--- src/rtl/inst_axi_bridge_if.sv ---
// Signal bundle between the fetch-side SRAM-like port, the bridge and the AXI read channels.
// The master modport is the bridge view; the slave modport is the fetch stage plus AXI slave view.
interface inst_axi_bridge_if;
   logic        inst_sram_req;
   logic        inst_sram_wr;
   logic [1:0]  inst_sram_size;
   logic [3:0]  inst_sram_wstrb;
   logic [31:0] inst_sram_addr;
   logic [31:0] inst_sram_wdata;
   logic        inst_sram_addr_ok;
   logic        inst_sram_data_ok;
   logic [31:0] inst_sram_rdata;

   logic [3:0]  arid;
   logic [31:0] araddr;
   logic [7:0]  arlen;
   logic [2:0]  arsize;
   logic [1:0]  arburst;
   logic [1:0]  arlock;
   logic [3:0]  arcache;
   logic [2:0]  arprot;
   logic        arvalid;
   logic        arready;

   logic [3:0]  rid;
   logic [31:0] rdata;
   logic [1:0]  rresp;
   logic        rlast;
   logic        rvalid;
   logic        rready;
   logic        bus_err;

   modport master (
      input  inst_sram_req, inst_sram_wr, inst_sram_size, inst_sram_wstrb,
             inst_sram_addr, inst_sram_wdata,
      output inst_sram_addr_ok, inst_sram_data_ok, inst_sram_rdata,
      output arid, araddr, arlen, arsize, arburst, arlock, arcache, arprot, arvalid,
      input  arready,
      input  rid, rdata, rresp, rlast, rvalid,
      output rready, bus_err
   );

   modport slave (
      output inst_sram_req, inst_sram_wr, inst_sram_size, inst_sram_wstrb,
             inst_sram_addr, inst_sram_wdata,
      input  inst_sram_addr_ok, inst_sram_data_ok, inst_sram_rdata,
      input  arid, araddr, arlen, arsize, arburst, arlock, arcache, arprot, arvalid,
      output arready,
      output rid, rdata, rresp, rlast, rvalid,
      input  rready, bus_err
   );
endinterface

--- src/rtl/inst_axi_bridge.sv ---
// Read-only bridge from the instruction-fetch SRAM-like port to single-beat AXI reads.
// One AR in flight at a time, up to MAX_OUTST reads awaiting R, responses returned in order.
//
// state   | meaning
// AR_IDLE | no AR pending; a new fetch may be accepted
// AR_WAIT | AR latched and driven, waiting for arready
module inst_axi_bridge #(
   parameter int MAX_OUTST = 2
) (
   input logic               clk,
   input logic               reset,
   inst_axi_bridge_if.master bus
);

   typedef enum logic {
      AR_IDLE = 1'b0,
      AR_WAIT = 1'b1
   } ar_state_t;

   localparam logic [1:0] MAX_CNT = 2'(MAX_OUTST);

   ar_state_t   state;
   ar_state_t   state_nxt;
   logic [1:0]  outst_cnt;
   logic [31:0] araddr_q;
   logic [1:0]  arsize_q;
   logic        rready_q;
   logic        data_ok_q;
   logic        bus_err_q;
   logic [31:0] rdata_q;

   logic addr_ok;
   logic ar_hs;
   logic r_hs;
   logic r_retire;
   logic unused_inputs;

   // addr_ok is gated by reset so nothing is accepted while the block is held in reset
   assign addr_ok  = !reset && bus.inst_sram_req && (state == AR_IDLE) && (outst_cnt < MAX_CNT);
   assign ar_hs    = (state == AR_WAIT) && bus.arready;
   assign r_hs     = bus.rvalid && rready_q;
   assign r_retire = r_hs && bus.rlast && (outst_cnt != 2'd0);

   always_comb begin
      state_nxt = state;
      case (state)
         AR_IDLE: if (addr_ok) state_nxt = AR_WAIT;
         AR_WAIT: if (ar_hs)   state_nxt = AR_IDLE;
         default:              state_nxt = AR_IDLE;
      endcase
   end

   always_ff @(posedge clk or posedge reset) begin
      if (reset) state <= AR_IDLE;
      else       state <= state_nxt;
   end

   always_ff @(posedge clk or posedge reset) begin
      if (reset) begin
         outst_cnt <= 2'd0;
      end else begin
         case ({addr_ok, r_retire})
            2'b10:   outst_cnt <= outst_cnt + 2'd1;
            2'b01:   outst_cnt <= outst_cnt - 2'd1;
            default: outst_cnt <= outst_cnt;
         endcase
      end
   end

   always_ff @(posedge clk or posedge reset) begin
      if (reset) begin
         araddr_q <= 32'h0;
         arsize_q <= 2'd0;
      end else if (addr_ok) begin
         araddr_q <= bus.inst_sram_addr;
         arsize_q <= bus.inst_sram_size;
      end
   end

   // R channel never backpressures; every beat is forwarded the following cycle
   always_ff @(posedge clk or posedge reset) begin
      if (reset) begin
         rready_q  <= 1'b0;
         data_ok_q <= 1'b0;
         bus_err_q <= 1'b0;
         rdata_q   <= 32'h0;
      end else begin
         rready_q  <= 1'b1;
         data_ok_q <= r_hs;
         bus_err_q <= r_hs && (bus.rresp != 2'b00);
         if (r_hs) rdata_q <= bus.rdata;
      end
   end

   assign bus.inst_sram_addr_ok = addr_ok;
   assign bus.inst_sram_data_ok = data_ok_q;
   assign bus.inst_sram_rdata   = rdata_q;
   assign bus.bus_err           = bus_err_q;
   assign bus.rready            = rready_q;

   assign bus.arid    = 4'h0;
   assign bus.araddr  = araddr_q;
   assign bus.arlen   = 8'h0;
   assign bus.arsize  = {1'b0, arsize_q};
   assign bus.arburst = 2'b01;
   assign bus.arlock  = 2'b00;
   assign bus.arcache = 4'h0;
   assign bus.arprot  = 3'h0;
   assign bus.arvalid = (state == AR_WAIT);

   // write-side fields and rid carry no meaning for a read-only, single-ID bridge
   assign unused_inputs = ^{bus.inst_sram_wr, bus.inst_sram_wstrb, bus.inst_sram_wdata, bus.rid};

endmodule

--- src/flat_wrapper.sv ---
// flat-port wrapper written by rule: the top's interface ports become plain ports
module inst_axi_bridge_flat 
#(
   parameter int MAX_OUTST = 2
)
  (clk, reset, bus_inst_sram_req, bus_inst_sram_wr, bus_inst_sram_size, bus_inst_sram_wstrb, bus_inst_sram_addr, bus_inst_sram_wdata, bus_inst_sram_addr_ok, bus_inst_sram_data_ok, bus_inst_sram_rdata, bus_arid, bus_araddr, bus_arlen, bus_arsize, bus_arburst, bus_arlock, bus_arcache, bus_arprot, bus_arvalid, bus_arready, bus_rid, bus_rdata, bus_rresp, bus_rlast, bus_rvalid, bus_rready, bus_bus_err);
  inst_axi_bridge_if bus_i ();
  input logic clk;
  input logic reset;
  input wire logic [$bits(bus_i.inst_sram_req)-1:0] bus_inst_sram_req;
  input wire logic [$bits(bus_i.inst_sram_wr)-1:0] bus_inst_sram_wr;
  input wire logic [$bits(bus_i.inst_sram_size)-1:0] bus_inst_sram_size;
  input wire logic [$bits(bus_i.inst_sram_wstrb)-1:0] bus_inst_sram_wstrb;
  input wire logic [$bits(bus_i.inst_sram_addr)-1:0] bus_inst_sram_addr;
  input wire logic [$bits(bus_i.inst_sram_wdata)-1:0] bus_inst_sram_wdata;
  output wire logic [$bits(bus_i.inst_sram_addr_ok)-1:0] bus_inst_sram_addr_ok;
  output wire logic [$bits(bus_i.inst_sram_data_ok)-1:0] bus_inst_sram_data_ok;
  output wire logic [$bits(bus_i.inst_sram_rdata)-1:0] bus_inst_sram_rdata;
  output wire logic [$bits(bus_i.arid)-1:0] bus_arid;
  output wire logic [$bits(bus_i.araddr)-1:0] bus_araddr;
  output wire logic [$bits(bus_i.arlen)-1:0] bus_arlen;
  output wire logic [$bits(bus_i.arsize)-1:0] bus_arsize;
  output wire logic [$bits(bus_i.arburst)-1:0] bus_arburst;
  output wire logic [$bits(bus_i.arlock)-1:0] bus_arlock;
  output wire logic [$bits(bus_i.arcache)-1:0] bus_arcache;
  output wire logic [$bits(bus_i.arprot)-1:0] bus_arprot;
  output wire logic [$bits(bus_i.arvalid)-1:0] bus_arvalid;
  input wire logic [$bits(bus_i.arready)-1:0] bus_arready;
  input wire logic [$bits(bus_i.rid)-1:0] bus_rid;
  input wire logic [$bits(bus_i.rdata)-1:0] bus_rdata;
  input wire logic [$bits(bus_i.rresp)-1:0] bus_rresp;
  input wire logic [$bits(bus_i.rlast)-1:0] bus_rlast;
  input wire logic [$bits(bus_i.rvalid)-1:0] bus_rvalid;
  output wire logic [$bits(bus_i.rready)-1:0] bus_rready;
  output wire logic [$bits(bus_i.bus_err)-1:0] bus_bus_err;
  assign bus_i.inst_sram_req = bus_inst_sram_req;
  assign bus_i.inst_sram_wr = bus_inst_sram_wr;
  assign bus_i.inst_sram_size = bus_inst_sram_size;
  assign bus_i.inst_sram_wstrb = bus_inst_sram_wstrb;
  assign bus_i.inst_sram_addr = bus_inst_sram_addr;
  assign bus_i.inst_sram_wdata = bus_inst_sram_wdata;
  assign bus_inst_sram_addr_ok = bus_i.inst_sram_addr_ok;
  assign bus_inst_sram_data_ok = bus_i.inst_sram_data_ok;
  assign bus_inst_sram_rdata = bus_i.inst_sram_rdata;
  assign bus_arid = bus_i.arid;
  assign bus_araddr = bus_i.araddr;
  assign bus_arlen = bus_i.arlen;
  assign bus_arsize = bus_i.arsize;
  assign bus_arburst = bus_i.arburst;
  assign bus_arlock = bus_i.arlock;
  assign bus_arcache = bus_i.arcache;
  assign bus_arprot = bus_i.arprot;
  assign bus_arvalid = bus_i.arvalid;
  assign bus_i.arready = bus_arready;
  assign bus_i.rid = bus_rid;
  assign bus_i.rdata = bus_rdata;
  assign bus_i.rresp = bus_rresp;
  assign bus_i.rlast = bus_rlast;
  assign bus_i.rvalid = bus_rvalid;
  assign bus_rready = bus_i.rready;
  assign bus_bus_err = bus_i.bus_err;
  inst_axi_bridge #(.MAX_OUTST(MAX_OUTST)) u_core (.clk(clk), .reset(reset), .bus(bus_i));
endmodule
--- config.mk ---
export PLATFORM = sky130hd
export DESIGN_NAME = inst_axi_bridge_flat
export DESIGN_NICKNAME = d
export VERILOG_FILES = /design/src/rtl/inst_axi_bridge_if.sv /design/src/rtl/inst_axi_bridge.sv /design/src/flat_wrapper.sv
export SDC_FILE = /design/constraint.sdc
export NUM_CORES = 1
export LEC_CHECK = 0
export CORE_MARGIN = 1
export CORE_UTILIZATION = 31
export DETAILED_ROUTE_END_ITERATION = 12
export PLACE_DENSITY = 0.71
export SYNTH_ARGS = -nofsm -noshare
export SYNTH_HDL_FRONTEND = slang
export SYNTH_SLANG_ARGS = --single-unit
export TNS_END_PERCENT = 30
--- constraint.sdc ---
create_clock -name clk -period 4.42 [get_ports clk]
set_input_delay 1.326 -clock clk [delete_from_list [all_inputs] [get_ports clk]]
set_output_delay 1.326 -clock clk [all_outputs]
set_load 0.005 [all_outputs]
==> flow_metrics.py <==
metrics = {
    "status": {
        "status": "finished with violations",
        "violations": "DRC",
    },
    "clocking": {
        "cts_hold_buffers": 0,
        "cts_resized": 0,
        "cts_made_buffers": 9,
        "htreeDepth": 3,
        "clock_sinks": 72,
        "insertion_delay_ns": 0.34,
        "cts_setup_buffers": 0,
        "cts_tree": "built",
        "clk_pin_slew_worst_paths_ns": 0.07,
        "cts_root_buf": "clkbuf_8",
        "clockBufferDepth": 2,
    },
    "logic_synthesis": {
        "syn_area_sq_um": 2890,
        "syn_avg_cell_area_sq_um": 15.5,
        "synth_area_leaders": "dfrtp_1 (62%), mux2_2 (25%), buf_4 (6.2%)",
        "synth_seq_area_share_pct": 62.4,
        "syn_inst": 186,
        "synth_top_area_share_pct": 62.4,
        "synth_top_area_cell": "dfrtp_1",
        "synth_warnings": 0,
        "ys_ff_latch": 72,
        "synth_cell_types": 16,
    },
    "final_layout": {
        "syn2layout_area_growth_pct": 59.3,
        "multi_input_area_sq_um": 928,
        "n_antenna_cell": 0,
        "nets": 453,
        "final_cell_mix": "clkdlybuf4s50_1 (144), dfrtp_1 (72), mux2_2 (64)",
        "final_common_cell": "clkdlybuf4s50_1",
        "final_area_sq_um": 4600,
        "utilization_pct": 52.0,
        "nFillCells": 805,
        "layout-drive-gt1-share_pct": 24.9,
        "register_area_sq_um": 1800,
    },
    "die": {
        "coreArea_sq_um": 8850,
        "ios": 210,
        "die_width_microns": 98.5,
        "die_h_microns": 98.5,
        "row_count": 34,
        "dieArea_sq_um": 9700,
        "initial_core_util_pct": 32.6,
    },
    "sta": {
        "rsz0062_at_grt": "no",
        "fin_crit_ns": 3.94,
        "setup_viol": 0,
        "tightest_slew_ns": 0.774,
        "finalHoldViolations": 0,
        "maxSlewViolCount": 0,
        "finalClockSkew_ns": 0.00805,
        "fin_tns_setup_ns": 0,
        "hold_slack_ns": 0.486,
        "period_share_pct": 89.2,
        "fmax_ghz": 0.254,
        "maxSlewHeadroom_pct": 48.3,
    },
    "worst_hold_path": {
        "worstHoldStart": "u_core.bus.araddr[25]$_DFFE_PP0P_",
        "hold_end": "u_core.bus.araddr[25]$_DFFE_PP0P_",
        "hold_depth": 1,
        "min-delay-path-class": "reg2reg",
    },
    "worst_setup_path": {
        "crit_chain": "clkdlybuf4s50_1 > nor4b_4 > clkdlybuf4s50_1",
        "path_max_fanout": 2,
        "cp-start-kind": "input pin",
        "timing.rr.end": "u_core.outst_cnt[1]$_DFFE_PP0P_",
        "cp_common_cell": "clkdlybuf4s50_1",
        "r2r_cells": 6,
        "worstPathRequired_ns": 3.09,
        "worstSetupPathType": "in2out",
        "ff2ff_setup_slack_ns": 2.41,
        "r2r_start": "u_core.bus.arvalid$_DFF_PP0_",
        "slowest_stage": "clkdlybuf4s50_1",
        "critPathArrivalTime_ns": 2.62,
        "worst_path_largest_cell_delay_ns": 0.57,
        "cp-end-kind": "output pin",
    },
    "detailed_routing": {
        "drt_iter0_markers": 48,
        "wl_per_cell_microns": 13.9,
        "dr.pass1.iters": 10,
        "vias": 1908,
        "drc_errors": 10,
        "vias_per_cell": 4.24,
        "wl_microns": 6240,
        "final_antenna_net_count": 0,
    },
    "pwr": {
        "p_leak_nw": 1.94,
        "powerDensity_nw_per_um2": 522,
        "peakVddDrop_mv": 0.207,
        "power.total_mw": 2.40,
    },
    "flow_run": {
        "maxCapViolations": 0,
    },
    "placed_design": {
        "dp_hpwl_microns": 4520,
        "port_buffers": 144,
        "place_area_sq_um": 4360,
        "gp_congestion": 0.704,
    },
    "global_route": {
        "grt_pass1_vias": 1991,
        "antenna_found_initial": 0,
        "grt_util_all_layers_pct": 13.6,
        "grt_overflow_total": 0,
        "grt_pass1_wl_microns": 10100,
        "grt_start_max_net_pins": 39,
    },
}
## registers in the layout, indices dropped and copies added (netlist names)
name / count
u_core.bus.araddr: 32
u_core.bus.inst_sram_rdata: 32
u_core.arsize_q: 2
u_core.outst_cnt: 2
u_core.bus.arvalid: 1
u_core.bus.bus_err: 1
u_core.bus.inst_sram_data_ok: 1
u_core.bus.rready: 1
## logic make-up after synthesis
| kind of cell | Yosys count | synth area share [%] |
|---|---|---|
| DFF | 72 | 62.4 |
| muxes | 66 | 25.7 |
| buffers and inverters | 34 | 8.41 |
| and+or+nand+nor | 6 | 1.47 |
| xor gates and xnor gates | 3 | 0.910 |
| other | 2 | 0.260 |
| AOI/OAI and AO/OA | 2 | 0.347 |
| adders and majority gates | 1 | 0.433 |
## report_power, final
| group | internal (mW) | total (mW) | switching, mW |
|---|---|---|---|
| sequential | 0.874 | 0.983 | 0.109 |
| clock | 0.364 | 0.609 | 0.245 |
| combinational | 0.580 | 0.807 | 0.226 |
| total | 1.82 | 2.40 | 0.580 |
## area by class of cell
cell class	count	share of cell area, %
Sequential cell	72	39.2
Clock inverter	4	1.63
Inverter	4	0.327
Timing Repair Buffer	147	32.1
Clock buffer	12	3.59
Tap cell	108	2.94
Multi-Input combinational cell	103	20.2
## worst max path at each step
stage                     startpoint                     to  slack (ns)
after detailed placement       reset  bus_inst_sram_addr_ok        0.48
after global routing           reset  bus_inst_sram_addr_ok        0.42
final                          reset  bus_inst_sram_addr_ok        0.48
after floorplan                reset  bus_inst_sram_addr_ok        1.09
after CTS                      reset  bus_inst_sram_addr_ok        0.47
after global placement         reset  bus_inst_sram_addr_ok        0.46
## synth_stat cells, drive strengths merged
cell type  count
dfrtp         72
mux2          66
buf           29
inv            4
nor2           4
conb           2
o21ai          2
xnor2          2
clkbuf         1
ha             1
nand2          1
nor4b          1
xor2           1
## critical path, delay by kind of cell
family / cells / cell delay, ns
and+or+nand+nor: 1 / 0.25
buffers and inverters: 2 / 1.04
## metal layers
layer,track usage [%],part of all wire [%],vias up,wire (microns)
li1,-,-,880,-
met1,16.3,39,927,2440
met2,22.6,52,90,3220
met3,4.18,7.3,11,454
met4,6.08,2.0,0,123
met5,0,0,-,0
## through the flow
step	setup slack, ns	cells
global placement	0.457	434
detailed placement	0.476	434
floorplan	1.09	209
finish	0.479	450
CTS	0.472	450
global route	0.424	450
(Power assumes the default switching activity.)
